$ cat src/rtl/sel_arb_pkg.sv
// Shared types and constants for the round-robin selector arbiter.
package sel_arb_pkg;

  localparam int NUM_REQ    = 4;
  localparam int SEL_W      = 2;
  localparam int HOLD_CNT_W = 4;

  typedef enum logic [1:0] {
    ST_IDLE  = 2'd0,
    ST_GRANT = 2'd1,
    ST_GAP   = 2'd2
  } arb_state_t;

endpackage

$ cat src/rtl/sel_rr_arbiter_rr_pick.sv
// Combinational round-robin picker: first set request at or above ptr, wrapping.
module rr_pick
  import sel_arb_pkg::*;
(
  input  logic [NUM_REQ-1:0] req,
  input  logic [SEL_W-1:0]   ptr,
  output logic               found,
  output logic [SEL_W-1:0]   idx
);

  logic [SEL_W-1:0] cand;

  always_comb begin
    found = 1'b0;
    idx   = '0;
    cand  = '0;
    // Scan from the farthest offset down so the nearest set bit is written last.
    for (int i = NUM_REQ - 1; i >= 0; i--) begin
      cand = ptr + SEL_W'(i);
      if (req[cand]) begin
        found = 1'b1;
        idx   = cand;
      end
    end
  end

endmodule

$ cat src/rtl/sel_rr_arbiter.sv
// Round-robin owner arbiter for the 4-way sel-indexed selector.
// Optional forced release after HOLD_MAX cycles when SEL_ARB_TIMEOUT_EN is defined.
//
//   state    | meaning
//   ---------+-----------------------------------------------------------
//   ST_IDLE  | nobody owns; arbitrate whenever any req is set
//   ST_GRANT | owner holds gnt/sel until done[sel], req[sel] low, or limit
//   ST_GAP   | one dead cycle after a release, sel held; then arbitrate
module sel_rr_arbiter
  import sel_arb_pkg::*;
#(
  parameter int HOLD_MAX = 15
) (
  input  logic               clk,
  input  logic               reset,
  input  logic [NUM_REQ-1:0] req,
  input  logic [NUM_REQ-1:0] done,
  output logic [NUM_REQ-1:0] gnt,
  output logic [SEL_W-1:0]   sel,
  output logic               sel_valid,
  output logic               busy,
  output logic               timeout
);

  arb_state_t         state_q, state_d;
  logic [SEL_W-1:0]   ptr_q, ptr_d;
  logic [NUM_REQ-1:0] gnt_d;
  logic [SEL_W-1:0]   sel_d;
  logic               timeout_d;
  logic               pick_found;
  logic [SEL_W-1:0]   pick_idx;
  logic               owner_rel;
  logic               force_rel;

  rr_pick u_pick (
    .req   (req),
    .ptr   (ptr_q),
    .found (pick_found),
    .idx   (pick_idx)
  );

  assign owner_rel = done[sel] | ~req[sel];

`ifdef SEL_ARB_TIMEOUT_EN
  localparam logic [HOLD_CNT_W-1:0] HOLD_LAST = HOLD_CNT_W'(HOLD_MAX - 1);

  // Remaining grant cycles; zero marks the last cycle the owner may keep.
  logic [HOLD_CNT_W-1:0] hold_q;

  always_ff @(posedge clk) begin
    if (reset) begin
      hold_q <= '0;
    end else if (state_d == ST_GRANT && state_q != ST_GRANT) begin
      hold_q <= HOLD_LAST;
    end else if (state_q == ST_GRANT && hold_q != '0) begin
      hold_q <= hold_q - 1'b1;
    end
  end

  assign force_rel = (state_q == ST_GRANT) && (hold_q == '0);
`else
  logic unused_hold_cfg;

  assign force_rel       = 1'b0;
  assign unused_hold_cfg = ^{HOLD_MAX, HOLD_CNT_W};
`endif

  always_comb begin
    state_d   = state_q;
    ptr_d     = ptr_q;
    gnt_d     = gnt;
    sel_d     = sel;
    timeout_d = 1'b0;

    case (state_q)
      ST_GRANT: begin
        if (owner_rel || force_rel) begin
          state_d   = ST_GAP;
          gnt_d     = '0;
          ptr_d     = sel + SEL_W'(1);
          timeout_d = force_rel & ~owner_rel;
        end
      end
      default: begin
        if (pick_found) begin
          state_d = ST_GRANT;
          gnt_d   = NUM_REQ'(1) << pick_idx;
          sel_d   = pick_idx;
        end else begin
          state_d = ST_IDLE;
          gnt_d   = '0;
        end
      end
    endcase
  end

  always_ff @(posedge clk) begin
    if (reset) begin
      state_q   <= ST_IDLE;
      ptr_q     <= '0;
      gnt       <= '0;
      sel       <= '0;
      sel_valid <= 1'b0;
      busy      <= 1'b0;
      timeout   <= 1'b0;
    end else begin
      state_q   <= state_d;
      ptr_q     <= ptr_d;
      gnt       <= gnt_d;
      sel       <= sel_d;
      sel_valid <= (state_d == ST_GRANT);
      busy      <= (state_d != ST_IDLE);
      timeout   <= timeout_d;
    end
  end

endmodule

$ cat config.mk
export PLATFORM = sky130hd
export DESIGN_NAME = sel_rr_arbiter
export DESIGN_NICKNAME = d
export VERILOG_FILES = /design/src/rtl/sel_arb_pkg.sv /design/src/rtl/sel_rr_arbiter_rr_pick.sv /design/src/rtl/sel_rr_arbiter.sv
export SDC_FILE = /design/constraint.sdc
export NUM_CORES = 1
export LEC_CHECK = 0
export CORE_MARGIN = 3
export CORE_UTILIZATION = 43
export DETAILED_ROUTE_END_ITERATION = 10
export PLACE_DENSITY_LB_ADDON = 0.08
export SLEW_MARGIN = 20
export SYNTH_ARGS = -nofsm -noshare
export SYNTH_HDL_FRONTEND = slang
export SYNTH_HIERARCHICAL = 1
export SYNTH_SLANG_ARGS = --single-unit
$ cat constraint.sdc
create_clock -name clk -period 1.9 [get_ports clk]
set_input_delay 0.38 -clock clk [delete_from_list [all_inputs] [get_ports clk]]
set_output_delay 0.38 -clock clk [all_outputs]
set_load 0.01 [all_outputs]
======== Word-level counts from Yosys, hierarchy flattened ========
Cells that the tools add are included.
storage, ports and cells
  logic and storage cells ................. 51
  output and inout bits ................... 9
  bits of input ports ..................... 10
  register bits ........................... 12
operators by class
  mux-type cells .......................... 26
  equal/unequal tests ..................... 3
  $add $sub $neg .......................... 4
  bitwise logic cells ..................... 3
  shift-type cells ........................ 1
  reduce and logical (&&, ||, !) cells .... 3
  order comparisons ....................... 5
operators by type and width
  kind                 number
  $lt 2x3->1 const B   5
  $bmux 1 s2           6
  $mux 2               6
  $mux 4               3
  $mux 1               11
  $add 2x1->2 const B  2
  $add 2x2->2 const B  2
  $eq 2x1->1 const B   2
  $reduce_and 2->1     2
  $shl 1x2->4 const A  1
  $ne 2x2->1 const B   1
  $not 1->1            2
  $reduce_bool 2->1    1
  $or 1x1->1           1

======== Depth between registers and ports, before layout ========
Gate-level depths: netlist of run 1.
  word-level depth ........................ 10
  depth in mapped cells ................... 5
  mapped depth without buffers ............ 5

======== Hierarchy ========
The synthesis of run 1 kept the hierarchy.
modules (own cells, without submodules)
  module          times used  area each (um^2)  cells each  seq. area each (um^2)
  sel_rr_arbiter  1           513.0             50          240.2
  rr_pick         1           77.6              13          0.0

======== Least setup slack after synthesis of run 1 ========
Ideal clock, no wire load.
  path type ............................... flip-flop to flip-flop
  start ................................... register sel[1]
  end ..................................... register ptr_q[0]
  data arrival time ....................... 1.316 ns
  period minus slack after synthesis ...... 1.453 ns
  setup time .............................. 0.137 ns
  buffers on the path ..................... 0
  cell stages (with the launch flop) ...... 5
  path slack .............................. 0.447 ns
  required time ........................... 1.763 ns
  path through ............................ dfxtp_1 > and4bb_4 > nor4_4 > and2_1 > a211oi_1
on the way
  longest elaborated chain between the ends .. 5
  elaborated cells between the ends (all ways) .. 7
  classes of those cells .................. mux (4); bitwise (2); reduce/logical (1)
RTL lines
  what                            line                   text
  from (decl)                     sel_rr_arbiter.sv:19   output logic [SEL_W-1:0] sel,
  from (signal assigned)          sel_rr_arbiter.sv:110  sel <= sel_d;
  $bmux 1 s2                      sel_rr_arbiter.sv:42   assign owner_rel = done[sel] | ~req[sel];
  $mux 1 (implied by the code)    sel_rr_arbiter.sv:42
  $not 1->1                       sel_rr_arbiter.sv:42
  $or 1x1->1 (*)                  sel_rr_arbiter.sv:42
  $reduce_and 2->1 (no line) (*)  n/a
  to (signal assigned)            sel_rr_arbiter.sv:108  ptr_q <= ptr_d;
  to (decl)                       sel_rr_arbiter.sv:26   logic [SEL_W-1:0] ptr_q, ptr_d;
Every way passes the cells marked *; elsewhere a longest branch is shown, timed or not. The select of a mux whose other input is x is not followed.
A chain may end at the register's enable or synchronous reset.

======== Worst setup path in the final report of run 1 ========
  start ................................... register sel[0]
  end ..................................... output sel[0]
No word-level cell between the ends.

==> reports/results.ini, run 1 <==
[placed_design]
port_buffers=17
hpwl_um=1020
place_congestion=0.810

[yosys]
syn_nets=73
ys.flop_type=dfxtp_1
ys_warn_count=6
synth_area_leader_cell=dfxtp_1
synth_most_common_cell=dfxtp_1
synth_area_leaders=dfxtp_1 (41%), nor2_1 (5.7%), a211oi_2 (4.2%), a21oi_1 (4.2%), nor4_4 (3.6%)
async_reset_ff_frac=0
seq_area_frac_synth=0.407
synthTopCellsByCount=dfxtp_1 (12), nor2_1 (9), a21oi_1 (5), nand2_1 (5)
syn-cell-area_um2=591
synth-edff-count=0
synth_cells=63
ys_types=27
syn_area_per_cell_um2=9.37
ys_ff_latch=12
netlist.area_leader.share=0.407

[cells_and_area]
drive_gt1_frac=0.133
nFillCells=96
finish.utilization=0.670
nNetsFinal=95
diodes=0
area_delta_synth_final_pct=36.2

[drt]
initialDrtViolationCount=5
drtAntennaViolNets=0
drt_first_pass_iters=4
num_vias=533
remaining_drc_errors=0
wl_per_cell_um=13.6
drt_wl_total_um=1320
viasPerCell=5.49

[worst_setup_path]
crit_arrival_ps=1350
crit_path_max_fanout=8
worst_ep_required_time_ps=1520
crit_chain=clkdlybuf4s50_1
cp_top_family=buffers and inverters
worstSetupPathType=register to output pin
cp-start-kind=register
cp_num_buf_inv=1
crit_path_max_incr_delay_ps=600
end_kind=output pin
worst_path_max_delay_cell=clkdlybuf4s50_1

[floorplanning]
die_area_mm2=0.00185
rows=12
die_h_um=43.1
initial_core_util=0.492
ios=19
die_w_um=43.1
core_area_mm2=0.00120

[sta]
hold_viol_final=0
fin_tns_setup_ps=0
rsz0062_at_grt=no
max_clock_freq_mhz=577
final-setup-viol-count=0
maxSlewViolCount=0
fin_crit_ps=1730
finalCritPeriodShare=0.912
fin_skew_ps=3.96

[clock_network]
cts-root-buf=clkbuf_4
clk_latency_ps=270
clockBufferDepth=2
htree_levels=1
post_cts_buffers=0
cts_resized=0
hold_buffers=0
clock_sinks=12
numCtsBuffers=3
clkTransAtPathRegs_ps=70
cts_tree=yes

[pwr]
switching_share=0.287
p_seq_frac=0.489
ir_worst_vdd_mv=0.601
leakagePower_nw=0.307
p_total_w=0.000619
p_comb_frac=0.273
pwr_density_cell_mw_per_mm2=770
internal_power_w=0.000442
switching_power_w=0.000178
clkPwrFrac=0.238

[global_routing]
gr-total-overflow=0
antenna_found_initial=0
grt_max_degree=9
grt_first_pass_wirelength_um=2190
grt_pass1_vias=487
gr-usage-all-layers=0.156

[flow_run]
max_cap_violations=0

[min_path]
hold_class=register to register

[outcome]
status=finished, final reports clean

per-stage QoR:
step / hold WS (ps) / cells / setup WS [ps] / area, µm²
floorplan: 497 / 63 / 447 / 591
global placement: 441 / 94 / -19.5 / 782
detailed placement: 444 / 94 / -86.8 / 782
CTS: 460 / 97 / 151 / 805
global route: 491 / 97 / 95.5 / 805
finish: 459 / 97 / 167 / 805
area by class of cell:
cell class / instances / area, µm² / share of cell area
tap: 14 / 17.5 / 0.0218
clock buffer: 3 / 22.5 / 0.0280
multi-input combinational: 49 / 339 / 0.421
sequential: 12 / 240 / 0.299
timing repair buffer: 19 / 185 / 0.230
kinds of logic (layout without fill, tap and decap cells):
kind of cell | count (synthesis) | after routing | synth area share
compound gates | 13 | 13 | 0.169
xor+xnor | 1 | 1 | 0.0148
buf+inv | 2 | 22 | 0.0191
flops | 12 | 12 | 0.407
mux | 1 | 1 | 0.0169
other cells | 1 | 1 | 0.00635
simple gates | 33 | 33 | 0.367
registers in the layout, indices dropped and copies added, names as in the netlist:
| register | count |
|---|---|
| busy | 1 |
| state_q | 2 |
| sel | 2 |
| ptr_q | 2 |
| sel_valid | 1 |
| gnt | 4 |
cells in the final DEF, fill, tap and decap left out, drive strengths merged:
master | Yosys | layout
buf | 1 | 2
nor3b | 2 | 2
xnor2 | 1 | 1
nand2 | 5 | 5
and2 | 1 | 1
a21oi | 5 | 5
a21o | 1 | 1
nor3 | 4 | 4
and4bb | 2 | 2
clkbuf | 1 | 3
a32o | 1 | 1
conb | 1 | 1
a211oi | 4 | 4
nor4 | 1 | 1
nor4b | 1 | 1
nand2b | 3 | 3
and4b | 1 | 1
dfxtp | 12 | 12
nand3 | 2 | 2
mux2i | 1 | 1
nand3b | 1 | 1
clkdlybuf4s50 | 0 | 17
nor2b | 1 | 1
a22o | 2 | 2
nor2 | 9 | 9
layer usage:
metal / GRT usage / part of all wire / vias to the layer above / routed length, µm
li1: - / - / 271 / -
met1: 0.204 / 0.48 / 240 / 629
met2: 0.234 / 0.43 / 18 / 565
met3: 0.0466 / 0.076 / 4 / 100
met4: 0.0723 / 0.017 / 0 / 23
met5: 0 / 0 / - / 0
worst paths after layout:
check	from	endpoint	slack, ps	cells past startpoint
max reg2reg	sel[1]	ptr_q[0]	340	4
min	gnt[0]	gnt[0]	460	1
min reg2reg	gnt[0]	gnt[0]	460	1
max	sel[0]	sel[0]	170	1
power groups by stage:
stage / logic, W / clock network, W / registers [W]
after floorplan: 0.0000939 / 0 / 0.000310
final: 0.000169 / 0.000147 / 0.000303
after detailed placement: 0.000169 / 0 / 0.000309
after CTS: 0.000170 / 0.000152 / 0.000303
after global routing: 0.000186 / 0.000166 / 0.000306
after global placement: 0.000167 / 0 / 0.000308
(Power assumes the default switching activity.)
==> run 2: changes to the inputs <==
--- a/config.mk
+++ b/config.mk
@@ -7,6 +7,7 @@
 export LEC_CHECK = 0
 export CORE_MARGIN = 3
 export CORE_UTILIZATION = 43
+export CTS_CLUSTER_DIAMETER = 100
 export DETAILED_ROUTE_END_ITERATION = 10
 export PLACE_DENSITY_LB_ADDON = 0.08
 export SLEW_MARGIN = 20
==> results of run 2 <==
Final layout, timing and power as in run 1 (identical DEF).
